`src/rtl/cacc_pkg.sv`:
```
// Shared types and constants for the complex accumulate/requantise stage.
package cacc_pkg;

    typedef struct packed {
        logic signed [15:0] re;
        logic signed [15:0] im;
    } cplx16_t;

    typedef struct packed {
        logic signed [31:0] re;
        logic signed [31:0] im;
    } cplx32_t;

    typedef enum logic [1:0] {
        ACCUM,
        ROUND,
        HOLD
    } cacc_state_e;

    localparam int Q15_MAX = 32767;
    localparam int Q15_MIN = -32768;

    // Beat counter width; a single-beat frame still needs one bit.
    function automatic int cnt_width(input int n);
        return (n > 1) ? $clog2(n) : 1;
    endfunction

endpackage

```
`src/rtl/cacc_requant.sv`:
```
// Combinational round-half-up, arithmetic shift and Q1.15 saturation of one
// accumulator component.
module cacc_requant
    import cacc_pkg::*;
#(
    parameter int ACC_W = 40,
    parameter int SHIFT = 15
) (
    input  logic signed [ACC_W-1:0] i_acc,
    output logic signed [15:0]      o_y,
    output logic                    o_clip
);

    // One guard bit so the rounding bias can never wrap a near-full accumulator.
    localparam logic signed [ACC_W:0] RND = (ACC_W+1)'(1) << (SHIFT-1);

    logic signed [ACC_W:0] w_biased;
    logic signed [ACC_W:0] w_shifted;

    always_comb begin
        w_biased  = (ACC_W+1)'(i_acc) + RND;
        w_shifted = w_biased >>> SHIFT;
        o_y       = w_shifted[15:0];
        o_clip    = 1'b0;
        if (w_shifted > (ACC_W+1)'(Q15_MAX)) begin
            o_y    = 16'(Q15_MAX);
            o_clip = 1'b1;
        end else if (w_shifted < (ACC_W+1)'(Q15_MIN)) begin
            o_y    = 16'(Q15_MIN);
            o_clip = 1'b1;
        end
    end

endmodule

```
`src/rtl/complex_accum_requant.sv`:
```
// Frame accumulator for Q2.30 complex products with Q1.15 requantised output.
// Optional macro CACC_SAT_CNT_EN adds the sat_count port.
module complex_accum_requant
    import cacc_pkg::*;
#(
    parameter int FRAME_LEN = 64,
    parameter int ACC_W     = 40,
    parameter int SHIFT     = 15
) (
    input  logic        clk,
    input  logic        rst,
    input  logic        clear,
    input  logic        in_valid,
    output logic        in_ready,
    input  logic [63:0] in_data,
    output logic        out_valid,
    input  logic        out_ready,
    output logic [31:0] out_data,
    output logic        out_sat
`ifdef CACC_SAT_CNT_EN
    ,
    output logic [15:0] sat_count
`endif
);

    localparam int CNT_W = cnt_width(FRAME_LEN);

    if (FRAME_LEN < 1) begin : g_bad_frame_len
        $error("FRAME_LEN must be >= 1");
    end
    if (ACC_W < 32 + $clog2(FRAME_LEN) + 1) begin : g_bad_acc_w
        $error("ACC_W too small for FRAME_LEN products");
    end
    if (SHIFT < 1 || SHIFT > ACC_W - 16) begin : g_bad_shift
        $error("SHIFT must be in 1..ACC_W-16");
    end

    cacc_state_e             r_state;
    logic [CNT_W-1:0]        r_cnt;
    logic signed [ACC_W-1:0] r_acc_re;
    logic signed [ACC_W-1:0] r_acc_im;
    cplx16_t                 r_out_data;
    logic                    r_out_sat;
    logic                    r_out_valid;

    cplx32_t                 w_in;
    logic signed [15:0]      w_y_re;
    logic signed [15:0]      w_y_im;
    logic                    w_clip_re;
    logic                    w_clip_im;
    logic                    w_last;

    assign w_in      = in_data;
    assign w_last    = (r_cnt == CNT_W'(FRAME_LEN - 1));
    assign in_ready  = (r_state == ACCUM) && !clear;
    assign out_valid = r_out_valid;
    assign out_data  = r_out_data;
    assign out_sat   = r_out_sat;

    cacc_requant #(.ACC_W(ACC_W), .SHIFT(SHIFT)) u_rq_re (
        .i_acc  (r_acc_re),
        .o_y    (w_y_re),
        .o_clip (w_clip_re)
    );

    cacc_requant #(.ACC_W(ACC_W), .SHIFT(SHIFT)) u_rq_im (
        .i_acc  (r_acc_im),
        .o_y    (w_y_im),
        .o_clip (w_clip_im)
    );

    always_ff @(posedge clk or posedge rst) begin
        if (rst) begin
            r_state     <= ACCUM;
            r_cnt       <= '0;
            r_acc_re    <= '0;
            r_acc_im    <= '0;
            r_out_data  <= '0;
            r_out_sat   <= 1'b0;
            r_out_valid <= 1'b0;
        end else if (clear) begin
            r_state     <= ACCUM;
            r_cnt       <= '0;
            r_acc_re    <= '0;
            r_acc_im    <= '0;
            r_out_valid <= 1'b0;
        end else begin
            case (r_state)
                ACCUM: begin
                    if (in_valid) begin
                        r_acc_re <= r_acc_re + ACC_W'(w_in.re);
                        r_acc_im <= r_acc_im + ACC_W'(w_in.im);
                        if (w_last) begin
                            r_cnt   <= '0;
                            r_state <= ROUND;
                        end else begin
                            r_cnt <= r_cnt + CNT_W'(1);
                        end
                    end
                end
                ROUND: begin
                    r_out_data  <= '{re: w_y_re, im: w_y_im};
                    r_out_sat   <= w_clip_re | w_clip_im;
                    r_out_valid <= 1'b1;
                    r_acc_re    <= '0;
                    r_acc_im    <= '0;
                    r_state     <= HOLD;
                end
                HOLD: begin
                    if (out_ready) begin
                        r_out_valid <= 1'b0;
                        r_state     <= ACCUM;
                    end
                end
                default: r_state <= ACCUM;
            endcase
        end
    end

`ifdef CACC_SAT_CNT_EN
    logic [15:0] r_sat_count;

    always_ff @(posedge clk or posedge rst) begin
        if (rst) begin
            r_sat_count <= '0;
        end else if (clear) begin
            r_sat_count <= '0;
        end else if (r_out_valid && out_ready && r_out_sat && (r_sat_count != '1)) begin
            r_sat_count <= r_sat_count + 16'd1;
        end
    end

    assign sat_count = r_sat_count;
`endif

endmodule

```
`config.mk`:
```
export PLATFORM = sky130hd
export DESIGN_NAME = complex_accum_requant
export DESIGN_NICKNAME = d
export VERILOG_FILES = /design/src/rtl/cacc_pkg.sv /design/src/rtl/cacc_requant.sv /design/src/rtl/complex_accum_requant.sv
export SDC_FILE = /design/constraint.sdc
export NUM_CORES = 1
export LEC_CHECK = 0
export ABC_AREA = 0
export BUFFER_PORTS_ARGS = -buffer_cell sky130_fd_sc_hd__buf_2
export CORE_MARGIN = 2
export CORE_UTILIZATION = 30
export DETAILED_ROUTE_END_ITERATION = 16
export PLACE_DENSITY = 0.51
export SYNTH_ARGS = -nofsm -noshare
export SYNTH_HDL_FRONTEND = slang
export SYNTH_SLANG_ARGS = --single-unit
```
`constraint.sdc`:
```
create_clock -name clk -period 5.83 [get_ports clk]
set_input_delay 0.8745 -clock clk [delete_from_list [all_inputs] [get_ports clk]]
set_output_delay 0.8745 -clock clk [all_outputs]
set_load 0.01 [all_outputs]
```
==> results of run 1 <==
-- sequential cells by signal (all words and copies together) (netlist names) --
register	count
r_cnt	6
out_sat	1
r_acc_im	40
r_acc_re	40
out_data	32
r_state	2
out_valid	1
-- path summary, 6_finish.rpt --
kind / startpoint / endpoint / slack (ns) / depth (start not counted)
max in group asynchronous: rst / r_acc_re[19] / 4.34 / 3
worst max-delay path: in_data[32] / r_acc_re[38] / 1.99 / 13
min in group clk: out_data[31] / out_data[31] / 0.47 / 2
worst min register to register: out_data[31] / out_data[31] / 0.47 / 2
worst max register to register: r_acc_re[0] / r_acc_re[38] / 2.12 / 12
worst min-delay path: rst / out_data[10] / 0.46 / 2
-- layer usage --
metal  track usage  vias up
met3        0.0261       23
met4        0.0438        2
li1              -     4447
met2         0.251      144
met5             0        -
met1         0.229     4057
-- final cells by class --
class,count,area (um^2)
clock inverter,8,165
fill,3328,20500
tap,435,544
inverter,27,104
sequential,122,3050
multi-input combinational,976,6390
timing repair buffer,108,553
clock buffer,22,484
antenna,1,2.50
-- logic make-up (layout without fill, tap and decap cells) --
logic type,count (synthesis),after routing
AO/OA/AOI/OAI,376,376
XOR/XNOR,103,103
adder cells (fa/ha/maj),83,83
buffers and inverters,70,165
flip-flops,122,122
multiplexers,6,6
other,0,1
AND/OR/NAND/NOR,408,408
-- placed cells by master, fill, tap and decap left out, types with 5 or more instances in the layout --
cell / netlist / final
nor2b_1: 8 / 8
inv_1: 27 / 26
a311oi_1: 5 / 5
xor2_1: 57 / 57
mux2i_1: 5 / 5
o21a_1: 19 / 19
a22o_1: 6 / 6
and2_1: 8 / 8
o22a_1: 12 / 12
o21ai_0: 108 / 108
nor3b_1: 9 / 9
nand2b_1: 12 / 12
nor3_1: 23 / 23
clkbuf_16: 0 / 17
o211ai_1: 17 / 17
ha_1: 81 / 81
bufinv_16: 0 / 5
buf_2: 1 / 103
and4_1: 11 / 11
xnor2_1: 46 / 46
a21o_1: 34 / 34
and3_1: 16 / 16
a31oi_1: 20 / 20
nor2_1: 67 / 65
or2_2: 5 / 5
a21oi_1: 93 / 93
nand3_1: 42 / 42
a211oi_1: 6 / 6
buf_4: 1 / 5
nor4_1: 5 / 5
nand4_1: 22 / 22
o21bai_1: 11 / 11
nand2_1: 161 / 160
o31ai_1: 7 / 7
dfrtp_1: 122 / 122
-- critical path, cell delays in order --
cell and delay [ns]:
buf_2 0.08, ha_1 0.15, inv_1 0.05, fa_1 0.39, nor2b_1 0.17, o31ai_1 0.17
a2111oi_0 0.77, o211ai_1 0.24, a31o_2 0.28, o21a_1 0.26, or4_1 0.52, o211ai_1 0.09
a22o_1 0.14
-- power breakdown --
group / leakage, nW / internal [mW] / switching, mW
Combinational: 3.21 / 0.500 / 0.642
Sequential: 1.60 / 0.950 / 0.156
Clock: 0.322 / 0.798 / 0.396
-- metrics by stage --
step	total power, mW	area [um^2]	utilization	instances	hold slack, ns
after detailed placement	2.26	10600	0.335	1668	0.461
after global routing	3.69	11300	0.355	1699	0.487
after global placement	2.25	10600	0.335	1668	0.461
after floorplan	1.96	9740	-	1168	0.454
after CTS	3.48	11300	0.355	1698	0.467
final	3.44	11300	0.355	1699	0.459
-- Yosys cell counts, drive strengths merged, types with 3 or more instances --
cell type  number
buf             7
nor2           67
a32o            3
nor3b           9
a21o           34
a22oi           3
o21ai         108
mux2i           5
o31a            3
a311oi          5
o31ai           7
nor2b           8
a21oi          93
nor3           24
xor2           57
o21a           19
ha             81
o211ai         17
o21bai         11
nand2         161
or2             6
inv            27
a31o            4
and3           16
and2            9
o22a           16
nand4          22
clkbuf         35
nand3          42
a211oi          6
or4             3
a22o            6
xnor2          46
dfrtp         122
and4           11
a31oi          20
a211o           4
nand2b         12
nor4            5
or3             4
==> results.py, run 1 <==
metrics = {
    "die": {
        "dieArea_um2": 33900,
        "initial_core_util": 0.306,
        "die_x_um": 184,
        "row_count": 65,
        "die_y_um": 184,
        "pin_count": 104,
        "core_um2": 31800,
    },
    "route": {
        "dr_wl_met2_um": 11400,
        "avgRoutedWirePerCell_um": 15.6,
        "wl_met3_um": 910,
        "num_vias": 8673,
        "drt-vias-per-instance": 5.10,
        "drt-met1-wl_um": 13700,
        "drtIter0Drc": 420,
        "drtPass1Iterations": 5,
        "top_layer": "met5",
        "routed_wl_um": 26400,
        "drt.antenna.violating_nets": 0,
        "drc": 0,
    },
    "setup_path": {
        "crit_path_start_kind": "input pin",
        "endpoint_kind": "flip-flop",
        "setup.worst_path.class": "input pin to flip-flop",
        "worst-path-max-fanout": 6,
        "critical_path_required_ns": 6.18,
        "crit_arrival_ns": 4.20,
    },
    "logic_synthesis": {
        "synth_area_um2": 9740,
        "synth.area.mux_share": 0.00629,
        "yosysWarnings": 0,
        "synth.largest_area_cell": "dfrtp_1",
        "synth-adder-area-share": 0.108,
        "synth_enable_flop_cells": 0,
        "synth_xor_area_frac": 0.0926,
        "synth_compound_gate_area_share": 0.244,
        "synthCells": 1168,
        "synth_top_family_by_area": "compound AO/OA/AOI/OAI gates",
        "avgSynthCellArea_um2": 8.34,
        "ys_seq_area_frac": 0.313,
        "synth_top_area_share": 0.313,
        "synth_flop_cell": "dfrtp_1",
        "synth-seq-cells": 122,
        "yosys.area_share.simple": 0.204,
        "async_flop_share": 1.00,
        "synth.area.top_cells": "dfrtp_1, ha_1, nand2_1",
        "syn_nets": 1320,
        "yosysUniqueCellTypes": 71,
    },
    "placement": {
        "gp_congestion": 0.828,
        "dp_slack_ns": 1.56,
        "numPortBuffers": 103,
        "hpwlAfterDp_um": 19800,
    },
    "timing": {
        "tns_ns": 0,
        "setup_viol": 0,
        "finalHoldViolCount": 0,
        "fmax_mhz": 260,
        "tightest_slew_ns": 0.889,
        "maxSlewHeadroom": 0.407,
        "fin_ws_ns": 1.99,
        "drv_slew": 0,
        "rsz0062_at_grt": "no",
        "fin_skew_ns": 0.0119,
        "fin_crit_ns": 3.84,
        "period_share": 0.659,
    },
    "clocking": {
        "cts_resized": 0,
        "clk_pin_slew_worst_paths_ns": 0.05,
        "root_buffer": "clkbuf_16",
        "cts_setup_buffers": 0,
        "insertion_delay_ns": 0.42,
        "clk_path_buf_depth": 2,
        "ctsHoldBuffers": 0,
        "cts_tree": "built",
        "numCtsBuffers": 17,
        "cts.sinks": 122,
        "cts_max_level": 4,
    },
    "global_route": {
        "antenna_found_initial": 2,
        "grt_pass1_vias": 8469,
        "grt_pass1_wl_um": 43800,
        "grt_usage": 0.161,
        "grt_max_degree": 48,
        "overflow": 0,
    },
    "pwr": {
        "worst_ir_drop_vdd_uv": 189,
        "p_leak_nw": 5.13,
        "power_density_nw_per_um2": 305,
    },
    "job": {
        "cap_violations": 0,
    },
    "finish": {
        "final_nets": 1404,
        "layout-drive-gt1-share": 0.127,
        "area_growth_pct": 16.0,
    },
    "hold_path": {
        "hold_path_class": "input pin to async pin",
    },
    "run_status": {
        "status": "finished clean",
    },
}
Note: power is estimated with default switching activity, not from simulation.
==> inputs of run 2 (changes only) <==
Clock period 5.83 ns to 4 ns, I/O delays scaled along.
==> results.py, run 2 (synthesis gave the netlist of run 1 again) <==
metrics = {
    "run_status": {
        "status": "finished clean",
    },
    "global_route": {
        "use_met3": 0.0267,
        "overflow": 0,
        "grt_pass1_vias": 8599,
        "use_met2": 0.256,
        "top_usage_layer": "met2",
        "grt_usage": 0.163,
        "use_met1": 0.231,
        "antenna_found_initial": 1,
        "grt_max_degree": 90,
        "grt_pass1_wl_um": 44400,
    },
    "route": {
        "routed_wl_um": 26400,
        "drtIter0Drc": 523,
        "drt-vias-per-instance": 5.09,
        "num_vias": 8666,
        "avgRoutedWirePerCell_um": 15.5,
        "drtPass1Iterations": 5,
        "drc": 0,
        "drt.antenna.violating_nets": 0,
    },
    "clocking": {
        "numCtsBuffers": 17,
        "clk_path_buf_depth": 2,
        "cts.sinks": 122,
        "clk_pin_slew_worst_paths_ns": 0.07,
        "insertion_delay_ns": 0.43,
        "cts_resized": 0,
        "cts_tree": "built",
        "cts_max_level": 4,
        "root_buffer": "clkbuf_16",
        "ctsHoldBuffers": 0,
        "cts_setup_buffers": 0,
    },
    "setup_path": {
        "slowest_delay_ns": 0.52,
        "setup.worst_path.class": "flip-flop to flip-flop",
        "crit_arrival_ns": 3.81,
        "critical_path_required_ns": 4.36,
        "worst-path-max-fanout": 6,
        "cp_cell_sequence": "ha_1 -> inv_1 -> fa_1 -> nor2b_1 -> o31ai_1 -> a2111oi_0 -> buf_4 -> o211ai_1 -> a31o_2 -> o21a_1 -> or4_1 -> o211ai_1 -> a22o_1",
        "crit_buf_inv": 2,
        "crit_path_frequent_cell": "o211ai_1",
        "crit_family": "compound AO/OA/AOI/OAI gates",
        "crit_path_start_kind": "flip-flop",
        "reg2reg_slack_ns": 0.55,
        "endpoint_kind": "flip-flop",
        "cpMaxStageDelayCell": "or4_1",
    },
    "timing": {
        "finalHoldViolCount": 0,
        "fin_crit_ns": 3.45,
        "setup_viol": 0,
        "maxSlewHeadroom": 0.381,
        "period_share": 0.863,
        "tns_ns": 0,
        "rsz0062_at_grt": "no",
        "drv_slew": 0,
        "fin_ws_ns": 0.546,
        "fmax_mhz": 290,
        "tightest_slew_ns": 0.929,
        "fin_skew_ns": 0.0174,
    },
    "die": {
        "pin_count": 104,
        "dieArea_um2": 33900,
        "die_x_um": 184,
        "initial_core_util": 0.306,
        "die_y_um": 184,
        "row_count": 65,
        "core_um2": 31800,
    },
    "pwr": {
        "p_leak_nw": 5.12,
        "worst_ir_drop_vdd_uv": 248,
        "power_density_nw_per_um2": 427,
    },
    "finish": {
        "antennaDiodeCount": 0,
        "fillers": 3381,
        "layout_common_cells": "nand2_1, dfrtp_1, o21ai_0",
        "final_common_cell": "nand2_1",
        "final_nets": 1409,
        "area_growth_pct": 15.7,
        "layout-drive-gt1-share": 0.129,
    },
    "hold_path": {
        "hold_path_class": "input pin to async pin",
    },
    "placement": {
        "numPortBuffers": 103,
        "hpwlAfterDp_um": 19500,
        "gp_congestion": 0.840,
        "dp_slack_ns": 0.307,
    },
    "job": {
        "cap_violations": 0,
    },
}
## run 2: changes by cell type in the layout (fill, tap and decap cells not counted), sizes merged
cell,delta
buf,+5
bufinv,-3
clkinv,+3
clkinvlp,+1
diode,-1
## run 2: metrics by stage
step	power, mW	hold slack [ns]	utilization	std cells	area [um^2]
5_1_grt	5.18	0.213	0.355	1704	11300
3_5_place_dp	3.30	0.461	0.337	1673	10700
6_report	4.81	0.184	0.355	1704	11300
4_1_cts	4.86	0.195	0.355	1704	11300
3_3_place_gp	3.29	0.462	0.337	1673	10700
2_1_floorplan	2.86	0.454	-	1168	9740
## run 2: area by class of cell
class / instances / area, um^2 / area share
Timing Repair Buffer: 113 / 616 / 0.0546
Multi-Input combinational cell: 976 / 6390 / 0.567
Clock inverter: 9 / 97.6 / 0.00866
Inverter: 27 / 104 / 0.00921
Clock buffer: 22 / 464 / 0.0412
Sequential cell: 122 / 3050 / 0.271
Tap cell: 435 / 544 / 0.0483
## run 2: layer usage
metal | up-vias | routed length (um)
met5 | - | 16
met4 | 2 | 309
met3 | 23 | 834
met2 | 124 | 11600
met1 | 4057 | 13700
li1 | 4460 | -
## run 2: worst paths after layout
check | from | end | depth (start not counted)
worst max-delay path | r_acc_re[0] | r_acc_re[38] | 13
worst min-delay path | rst | out_data[10] | 2
worst max register to register | r_acc_re[0] | r_acc_re[38] | 13
worst min register to register | out_data[6] | out_data[6] | 2
max in group asynchronous | rst | r_acc_re[11] | 3
min in group clk | out_ready | r_state[1] | 3
## run 2: worst reg2reg max path: cells and delay by family, from the launching register on
| kind | cells | cell delay (ns) |
|---|---|---|
| AO/OA/AOI/OAI | 7 | 1.48 |
| buffers and inverters | 2 | 0.26 |
| AND/OR/NAND/NOR | 2 | 0.68 |
| flip-flops | 1 | 0.38 |
| adder cells (fa/ha/maj) | 2 | 0.59 |
## run 2: power breakdown
part           switching, mW  internal [mW]
Clock                  0.583          0.939
Sequential             0.218           1.38
Combinational          0.949          0.738
Total                   1.75           3.06
==> inputs of run 3 (changes only) <==
Settings changed: RECOVER_POWER set to 50.
==> results.py, run 3 (synthesis gave the netlist of run 1 again) <==
metrics = {
    "pwr": {
        "p_leak_nw": 5.08,
        "worst_ir_drop_vdd_uv": 249,
        "power_density_nw_per_um2": 428,
        "fin_total_pwr_mw": 4.81,
    },
    "die": {
        "dieArea_um2": 33900,
        "row_count": 65,
        "core_um2": 31800,
        "die_x_um": 184,
        "initial_core_util": 0.306,
        "die_y_um": 184,
        "pin_count": 104,
    },
    "setup_path": {
        "crit_path_start_kind": "flip-flop",
        "endpoint_kind": "flip-flop",
        "setup.worst_path.class": "flip-flop to flip-flop",
        "critical_path_required_ns": 4.36,
        "crit_arrival_ns": 3.82,
        "cp-startpoint": "r_acc_re[0]",
        "timing.rr.start": "r_acc_re[0]",
        "worst-path-max-fanout": 6,
    },
    "global_route": {
        "antenna_found_initial": 1,
        "grt_usage": 0.163,
        "overflow": 0,
        "grt_pass1_vias": 8599,
        "grt_max_degree": 90,
        "grt_pass1_wl_um": 44400,
    },
    "clocking": {
        "cts_tree": "built",
        "numCtsBuffers": 17,
        "clk_pin_slew_worst_paths_ns": 0.07,
        "cts_resized": 0,
        "insertion_delay_ns": 0.43,
        "ctsHoldBuffers": 0,
        "cts_setup_buffers": 0,
        "cts.sinks": 122,
        "clk_path_buf_depth": 2,
        "cts_max_level": 4,
        "root_buffer": "clkbuf_16",
    },
    "run_status": {
        "violations": "capacitance limit, slew limit",
        "status": "finished with violations",
    },
    "finish": {
        "layout-drive-gt1-share": 0.121,
        "fillers": 3385,
        "antennaDiodeCount": 0,
        "final_common_cell": "nand2_1",
        "final_nets": 1409,
        "layout_common_cells": "nand2_1, dfrtp_1, o21ai_0",
        "area_growth_pct": 15.4,
    },
    "job": {
        "cap_violations": 1,
    },
    "route": {
        "drt-vias-per-instance": 5.10,
        "drc": 0,
        "drtPass1Iterations": 5,
        "avgRoutedWirePerCell_um": 15.5,
        "num_vias": 8697,
        "routed_wl_um": 26500,
        "drtIter0Drc": 551,
        "drt.antenna.violating_nets": 0,
    },
    "timing": {
        "tns_ns": 0,
        "fmax_mhz": 289,
        "finalHoldViolCount": 0,
        "tightest_slew_ns": 1.52,
        "drv_slew": 35,
        "fin_crit_ns": 3.46,
        "period_share": 0.865,
        "fin_skew_ns": 0.0179,
        "maxSlewHeadroom": -0.0173,
        "setup_viol": 0,
        "rsz0062_at_grt": "no",
    },
    "placement": {
        "numPortBuffers": 103,
        "gp_congestion": 0.840,
        "hpwlAfterDp_um": 19500,
    },
    "hold_path": {
        "hold_path_class": "input pin to flip-flop",
        "hp-start": "out_ready",
    },
}
[run 3: area by class of cell]
cell class,instances,area (um^2),area share
Clock buffer,22,464,0.0413
Clock inverter,9,97.6,0.00868
Inverter,27,103,0.00912
Multi-Input combinational cell,976,6390,0.569
Sequential cell,122,3050,0.271
Tap cell,435,544,0.0484
Timing Repair Buffer,113,591,0.0525
[run 3: final timing paths]
path                       depth (start not counted)  slack (ns)            to
setup / recovery                                  13        0.54  r_acc_re[38]
hold / removal                                     3        0.46    r_state[1]
setup reg to reg                                  13        0.54  r_acc_re[38]
hold reg to reg                                    2        0.47  out_data[12]
max in group asynchronous                          3        1.41  r_acc_im[23]
min in group asynchronous                          2        0.51  out_data[10]
[run 3: worst max-delay path, cell delays in order (launching register included)]
cell	delay, ns
dfrtp_1	0.38
ha_1	0.18
inv_1	0.06
fa_1	0.41
nor2b_1	0.15
o31ai_1	0.12
a2111oi_0	0.47
buf_4	0.20
o211ai_1	0.12
a31o_2	0.26
o21a_1	0.26
or4_1	0.52
o211ai_1	0.10
a22o_1	0.15
[run 3: where the power goes]
group          internal [mW]  total, mW  leakage, nW  switching, mW
registers               1.38       1.60         1.60          0.218
clock network          0.939       1.53        0.279          0.588
logic                  0.735       1.68         3.20          0.949
[run 3: metrics by stage]
| step | cell area, um^2 | instances | hold slack (ns) | utilization | setup slack (ns) |
|---|---|---|---|---|---|
| 6_report | 11200 | 1704 | 0.457 | 0.354 | 0.540 |
| 5_1_grt | 11200 | 1704 | 0.455 | 0.354 | 0.414 |
| 4_1_cts | 11300 | 1704 | 0.195 | 0.355 | 0.564 |
| 3_5_place_dp | 10700 | 1673 | 0.461 | 0.337 | 0.307 |
| 3_3_place_gp | 10700 | 1673 | 0.462 | 0.337 | 0.351 |
| 2_1_floorplan | 9740 | 1168 | 0.454 | - | 0.157 |
[run 3: routing by layer]
metal	part of all wire	vias up	GRT usage
li1	-	4460	-
met1	0.51	4062	0.231
met2	0.44	150	0.256
met3	0.034	23	0.0267
met4	0.012	2	0.0416
met5	0.00060	-	0
